File: src/rtl/vga_timing_out.sv
// vga_timing_out: free-running 640x480@60 VGA timing generator with the output
// packing stage for the Tiny VGA PMOD. Raw hsync/vsync/display_on are delayed
// PIPE_DELAY clocks to line up with the renderer colour, then registered onto
// uo_out with forced blanking outside the visible window.
// Optional build macro: TEST_PATTERN_EN (internal colour bars selected by test_sel).
module vga_timing_out #(
   parameter int unsigned H_DISPLAY  = 640,
   parameter int unsigned H_FRONT    = 16,
   parameter int unsigned H_SYNC     = 96,
   parameter int unsigned H_BACK     = 48,
   parameter int unsigned V_DISPLAY  = 480,
   parameter int unsigned V_FRONT    = 10,
   parameter int unsigned V_SYNC     = 2,
   parameter int unsigned V_BACK     = 33,
   parameter int unsigned PIPE_DELAY = 2
) (
   input  logic       clk,
   input  logic       reset,
   input  logic [5:0] rrggbb_in,
   input  logic       test_sel,
   output logic [9:0] hpos,
   output logic [9:0] vpos,
   output logic       display_on,
   output logic       line_start,
   output logic       frame_start,
   output logic [7:0] uo_out
);

   localparam int unsigned H_TOTAL = H_DISPLAY + H_FRONT + H_SYNC + H_BACK;
   localparam int unsigned V_TOTAL = V_DISPLAY + V_FRONT + V_SYNC + V_BACK;

   localparam logic [9:0] H_LAST = 10'(H_TOTAL - 1);
   localparam logic [9:0] V_LAST = 10'(V_TOTAL - 1);
   localparam logic [9:0] H_VIS  = 10'(H_DISPLAY);
   localparam logic [9:0] V_VIS  = 10'(V_DISPLAY);
   localparam logic [9:0] HS_BEG = 10'(H_DISPLAY + H_FRONT);
   localparam logic [9:0] HS_END = 10'(H_DISPLAY + H_FRONT + H_SYNC);
   localparam logic [9:0] VS_BEG = 10'(V_DISPLAY + V_FRONT);
   localparam logic [9:0] VS_END = 10'(V_DISPLAY + V_FRONT + V_SYNC);

   // Tap word carried through the alignment pipe:
   // [0]=display_on [1]=vsync [2]=hsync, plus [4:3]=hpos[8:7] for the colour bars.
`ifdef TEST_PATTERN_EN
   localparam int unsigned TW = 5;
`else
   localparam int unsigned TW = 3;
`endif
   // Idle tap: both syncs deasserted (high), blanked.
   localparam logic [TW-1:0] TAP_IDLE = TW'(3'b110);

   logic [9:0]    h_q, h_d;
   logic [9:0]    v_q, v_d;
   logic [TW-1:0] tap_raw;
   logic [TW-1:0] tap_dly;
   logic [5:0]    colour_src;
   logic [5:0]    colour;
   logic [7:0]    uo_q, uo_d;

   // Next counter values: h wraps every line, v advances on the h wrap
   always_comb begin
      h_d = h_q + 10'd1;
      v_d = v_q;
      if (h_q == H_LAST) begin
         h_d = '0;
         v_d = (v_q == V_LAST) ? '0 : v_q + 10'd1;
      end
   end

   // Position counter registers
   always_ff @(posedge clk) begin
      if (reset) begin
         h_q <= '0;
         v_q <= '0;
      end else begin
         h_q <= h_d;
         v_q <= v_d;
      end
   end

   assign hpos        = h_q;
   assign vpos        = v_q;
   assign display_on  = (h_q < H_VIS) && (v_q < V_VIS);
   assign line_start  = (h_q == '0);
   assign frame_start = (h_q == '0) && (v_q == '0);

   // Undelayed sync/blank tap for the current counter position
   always_comb begin
      tap_raw    = TAP_IDLE;
      tap_raw[2] = ~((h_q >= HS_BEG) && (h_q < HS_END));
      tap_raw[1] = ~((v_q >= VS_BEG) && (v_q < VS_END));
      tap_raw[0] = display_on;
`ifdef TEST_PATTERN_EN
      tap_raw[4:3] = h_q[8:7];
`endif
   end

   generate
      if (PIPE_DELAY == 0) begin : g_no_delay
         assign tap_dly = tap_raw;
      end else begin : g_delay
         for (genvar g = 0; g < int'(PIPE_DELAY); g++) begin : g_stage
            logic [TW-1:0] d;
            logic [TW-1:0] q;
            if (g == 0) begin : g_in
               assign d = tap_raw;
            end else begin : g_in
               assign d = g_stage[g-1].q;
            end
            // One alignment stage; reset flushes it to idle syncs and blanking
            always_ff @(posedge clk) begin
               if (reset) q <= TAP_IDLE;
               else       q <= d;
            end
         end
         assign tap_dly = g_stage[PIPE_DELAY-1].q;
      end
   endgenerate

   // Select colour source, blank outside the delayed window, pack PMOD pin order
   always_comb begin
      colour_src = rrggbb_in;
`ifdef TEST_PATTERN_EN
      if (test_sel) colour_src = {3{tap_dly[4:3]}};
`endif
      colour = tap_dly[0] ? colour_src : '0;
      uo_d   = {tap_dly[2], colour[0], colour[2], colour[4],
                tap_dly[1], colour[1], colour[3], colour[5]};
   end

   // Output pin register; reset shows deasserted syncs and black
   always_ff @(posedge clk) begin
      if (reset) uo_q <= 8'h88;
      else       uo_q <= uo_d;
   end

   assign uo_out = uo_q;

`ifndef TEST_PATTERN_EN
   logic unused_test_sel;
   assign unused_test_sel = test_sel;
`endif

endmodule
File: config.mk
export PLATFORM = sky130hd
export DESIGN_NAME = vga_timing_out
export DESIGN_NICKNAME = d
export VERILOG_FILES = /design/src/rtl/vga_timing_out.sv
export SDC_FILE = /design/constraint.sdc
export NUM_CORES = 1
export LEC_CHECK = 0
export ABC_AREA = 1
export ABC_CLOCK_PERIOD_IN_PS = 2900
export CORE_MARGIN = 2
export CORE_UTILIZATION = 52
export DETAILED_ROUTE_END_ITERATION = 6
export HOLD_SLACK_MARGIN = 0.12
export PLACE_DENSITY_LB_ADDON = 0.3
export RECOVER_POWER = 50
export SYNTH_ARGS = -nofsm -noshare
export SYNTH_HDL_FRONTEND = slang
export SYNTH_SLANG_ARGS = --single-unit
File: constraint.sdc
create_clock -name clk -period 2.9 [get_ports clk]
set_input_delay 0.435 -clock clk [delete_from_list [all_inputs] [get_ports clk]]
set_output_delay 0.435 -clock clk [all_outputs]
set_load 0.01 [all_outputs]
# After elaboration in Yosys (flattened, before gate mapping)
# Cells that the tools add are included.
# classes
n_addsub,2
order_cmp,6
eq_ne,2
mux,1
bitwise_logic,3
reduce_logical,8
# op_table
cell,count
10-bit by 1-bit adder with 10-bit output (second input constant),2
10-bit equality test (second input constant),2
10-bit zero test,2
10-bit < comparator (second input constant),2
10-bit by 9-bit < comparator with 1-bit output (second input constant),2
10-bit greater-or-equal comparator (second input constant),1
10-bit by 9-bit greater-or-equal comparator with 1-bit output (second input constant),1
10-bit two-way mux,1
1-bit logical AND,4
2-bit OR reduction,2
1-bit NOT,3
# totals
ff_bits,34
input_bits,9
output_inout_bits,31
word_cells,28

# Logic depth before layout (Yosys ltp)
# depth
depth_word,3
ltp_mapped,9
depth_no_buf,9

# Worst setup path before layout
# No wires, ideal clock.
# synth_timing
kind,reg2out
from,register v_q[0] (netlist: vpos[0])
to,output frame_start
arrival_ps,1068
required_ps,2465
setup_slack_ps,1397
stages_incl_launch_ff,7
n_path_buf,0
cell_sequence,dfxtp_1 inv_1 ha_1 nand2_1 nor2_1 nand3_1 nor3_1
# synth_via
elab_chain_cells,2
# synth_rtl
item,line_no,text
from (decl),52,"logic [9:0] v_q, v_d;"
from (signal assigned),76,v_q <= v_d;
10-bit zero test,84,assign frame_start = (h_q == '0) && (v_q == '0);
1-bit logical AND,84,
to (decl),25,"output logic frame_start,"
# Every way passes these cells.

# Worst setup path in the final report
# Same ends and word-level chain as after synthesis.

==> results.md <==
Outcome:
- The run finished, with violations left.
- The checks that failed: design-rule violations.

Finish:
- 0 antenna diodes ended up in the layout.
- Relative to the synthesized area, the layout overhead comes to 29.8%.
- After routing the design area is just over 2000 sq um.
- In the final design database the tool counted 278 nets.
- The proportion of layout cells with a drive suffix above 1 is 7.89%.

Detailed routing:
- The first routing iteration left 63 violations.
- The remaining antenna violation count after routing is 0.
- The average via count per standard cell is approximately 5.
- The first TritonRoute pass finished after 6 iterations.
- The remaining routing DRC violations is 1.
- The final routed wirelength across all metal layers is 3.20 mm.
- The routed length per placed instance is 10.8 um.
- Detailed routing inserted a total of 1479 vias.

Timing:
- The number of endpoints with negative hold slack in the final report is 0.
- The smallest setup slack after layout is around 0.43 ns.
- The worst path in the final design needs a cycle of around 2.5 ns, including I/O delays and setup.
- Setup total negative slack on the finished layout was measured at 0 ns.
- For this run, the top clock speed supported by timing is between 400 and 500 MHz.
- The final number of max-transition violations is 0.
- The final worst-path cycle share is 85.1%.
- The clock skew is 0.0103 ns.
- Setup repair after global routing left no endpoint under its margin.
- Setup violations remaining at the end of the flow were counted as 0.
- Headroom to the max-slew limit came out at 64.9%.
- The actual transition at the worst max-transition pin is 0.526 ns.

Die:
- After floorplanning, the core was divided into 19 placement rows.
- The initial core utilization is a little under three fifths.
- 40 I/O pins were placed.
- The floorplan core area is 2810 sq um.
- The floorplan die area is 3470 sq um.
- The horizontal extent of the die is slightly below 60 um.
- The floorplan step set the die height to 58.9 um.

CTS:
- For the worst-skew pair, the clock arrives at the later sink with an insertion delay of 0.34 ns.
- The clock-pin slew on the worst setup and hold paths is 0.09 ns.
- The number of levels in the clock H-tree is 2.
- The clock tree buffer depth is 2.
- The number of gates resized after cts is 0.
- The buffers inserted during post-CTS setup optimization is 0.
- In this run, post-CTS hold repair placed 0 buffers.
- Counting the buffers created by CTS gives 5.
- The CTS tree is done.
- The tree built by TritonCTS fans out to 34 sinks.
- The root cell of the clock tree is clkbuf_4.

Worst hold path:
- The type of the worst min-delay path is flip-flop to flip-flop.

Setup path:
- The critical path class is flip-flop to primary output.
- The critical path arrival is 2.03 ns.
- STA classifies the critical path startpoint as a flip-flop.
- In this run the worst path has a maximum fanout of 6.
- The critical path capture point type is a primary output.
- The required arrival time at the worst endpoint is 2.47 ns.

GRT:
- The global-route usage over all layers is 21.2%.
- The via count of the first global-routing pass is 1299.
- The maximum number of pins on one net before global-route repair is 13.
- The first global-routing pass estimated roughly 5.6 mm of wire.
- The total congestion overflow after global routing is 0.
- The initial antenna violation count is 0.

Power and ir drop:
- The net switching share of the total power is 21.7%.
- Of the total power, registers draw 56.0%.
- The switching component of the power is 185 uW.
- The static leakage is 0.000866 uW.
- The share of total power in combinational logic is 6.8%.
- The clock power share is 37.2%.
- The power per cell area is 421 nW/um^2.
- The highest ir drop seen on vdd is 0.343 mV.
- Cell internal power was estimated by the tool at 671 uW.

Yosys:
- The total standard cell area after synthesis is roughly 1600 sq um.
- The proportion of synthesized chip area in sequential cells is 43.5%.
- In the post-synthesis netlist, the biggest area contributors are dfxtp_1, nand2_1, nor2_1.
- Counting flops and latches in the post-synthesis netlist gives 34.
- The synthesized net count is 235.
- The area share of the largest cell type after synthesis is a little over two fifths.
- The number of distinct library cells after synthesis is 25.
- The Yosys step of the flow raised 0 warnings.
- The number of instances in the synthesized netlist is 222.
- The average cell area after synthesis is 7.06 sq um.
- The most area-hungry cell type in the Yosys netlist is dfxtp_1.

Placement:
- After detailed placement, the total cell area comes to around 2000 sq um.
- The wire-length estimate of the detail-placed layout is 2.40 mm.
- The congestion estimate from routability-driven global placement came to 0.807.
- Input and output buffers added on the ports amount to 38.
- The pre-CTS setup slack is 0.824 ns.

Job:
- Across the run, the number of max-cap violations was 0.
==> layout by cell type, fill, tap and decap left out, types with 4 or more instances in the layout <==
master           Yosys  routed
inv_1               36      36
nand4_1              5       5
or2_2                4       4
dlygate4sd3_1        0       9
nand2_1             47      48
a21oi_1              8       8
clkdlybuf4s50_1      0      29
dfxtp_1             34      34
clkbuf_4             0       5
ha_1                 4       4
nand3_1             16      17
nor2_1              43      44
==> cell type report <==
class                      instances  area [sq um]
clock buffer                       8          78.8
fill                             246           772
inverter                          38           143
multi-input combinational        147           708
sequential                        34           681
tap                               31          38.8
timing repair buffer              39           384
==> kinds of logic after synthesis <==
logic type	count (synthesis)	share of synthesized area, %
buffers and inverters	41	10.4
AOI/OAI and AO/OA	18	7.99
DFF	34	43.5
and+or+nand+nor	123	33.9
xor gates and xnor gates	2	1.12
adders and majority gates	4	3.20
==> sequential cells by signal (all words and copies together) (netlist names) <==
signal and count:
hpos 10, vpos 10, uo_out 8, g_delay.g_stage.q 6
==> per-stage QoR <==
step                      utilization, %  std cells  power, uW  hold WS (ns)
after detailed placement            70.3        289        551         0.394
after floorplan                        -        222        517         0.388
final                               72.5        297        856         0.411
after global placement              70.3        289        551         0.392
after global routing                72.5        297        890         0.434
after CTS                           73.1        297        866         0.412
==> synth_stat cells (all sizes together) <==
cell type and number:
nand2 48, nor2 45, inv 38, dfxtp 34, nand3 17, a21oi 9, nand4 5, o21ai 5
ha 4, or2 4, nor3 3, buf 2, o21bai 2, xor2 2, clkbuf 1, nor3b 1
o2111ai 1, o311ai 1
==> layer usage <==
metal	vias up	track usage [%]	wire, um
li1	781	-	-
met1	657	27.5	1550
met2	39	32.7	1430
met3	2	8.13	198
met4	0	6.49	14
met5	-	0	0
==> worst max-delay path, cell delays in order (launching register included) <==
cell             delay [ns]
dfxtp_1                0.39
inv_1                  0.09
ha_1                   0.15
nand2_1                0.05
nor2_1                 0.15
nand3_1                0.12
nor3_1                 0.18
clkdlybuf4s50_1        0.57
==> path summary, 6_finish.rpt <==
path	from	endpoint	slack (ns)	cells after the start
worst max-delay path	vpos[0]$_SDFFE_PP0N_	frame_start	0.43	7
worst min register to register	g_delay.g_stage[0].q[0]$_SDFF_PP0_	g_delay.g_stage[1].q[0]$_SDFF_PP0_	0.41	2
worst min-delay path	g_delay.g_stage[0].q[0]$_SDFF_PP0_	g_delay.g_stage[1].q[0]$_SDFF_PP0_	0.41	2
worst max register to register	hpos[0]$_SDFF_PP0_	vpos[4]$_SDFFE_PP0N_	0.59	9
==> power groups by stage <==
| stage | Combinational, uW | Clock (uW) | Sequential, uW |
|---|---|---|---|
| final | 58.1 | 318 | 479 |
| after global routing | 64.1 | 345 | 481 |
| after CTS | 60.9 | 326 | 480 |
| after detailed placement | 60.3 | 0 | 490 |
| after global placement | 60.3 | 0 | 490 |
| after floorplan | 24.3 | 0 | 492 |
Note: power is estimated with default switching activity, not from simulation.
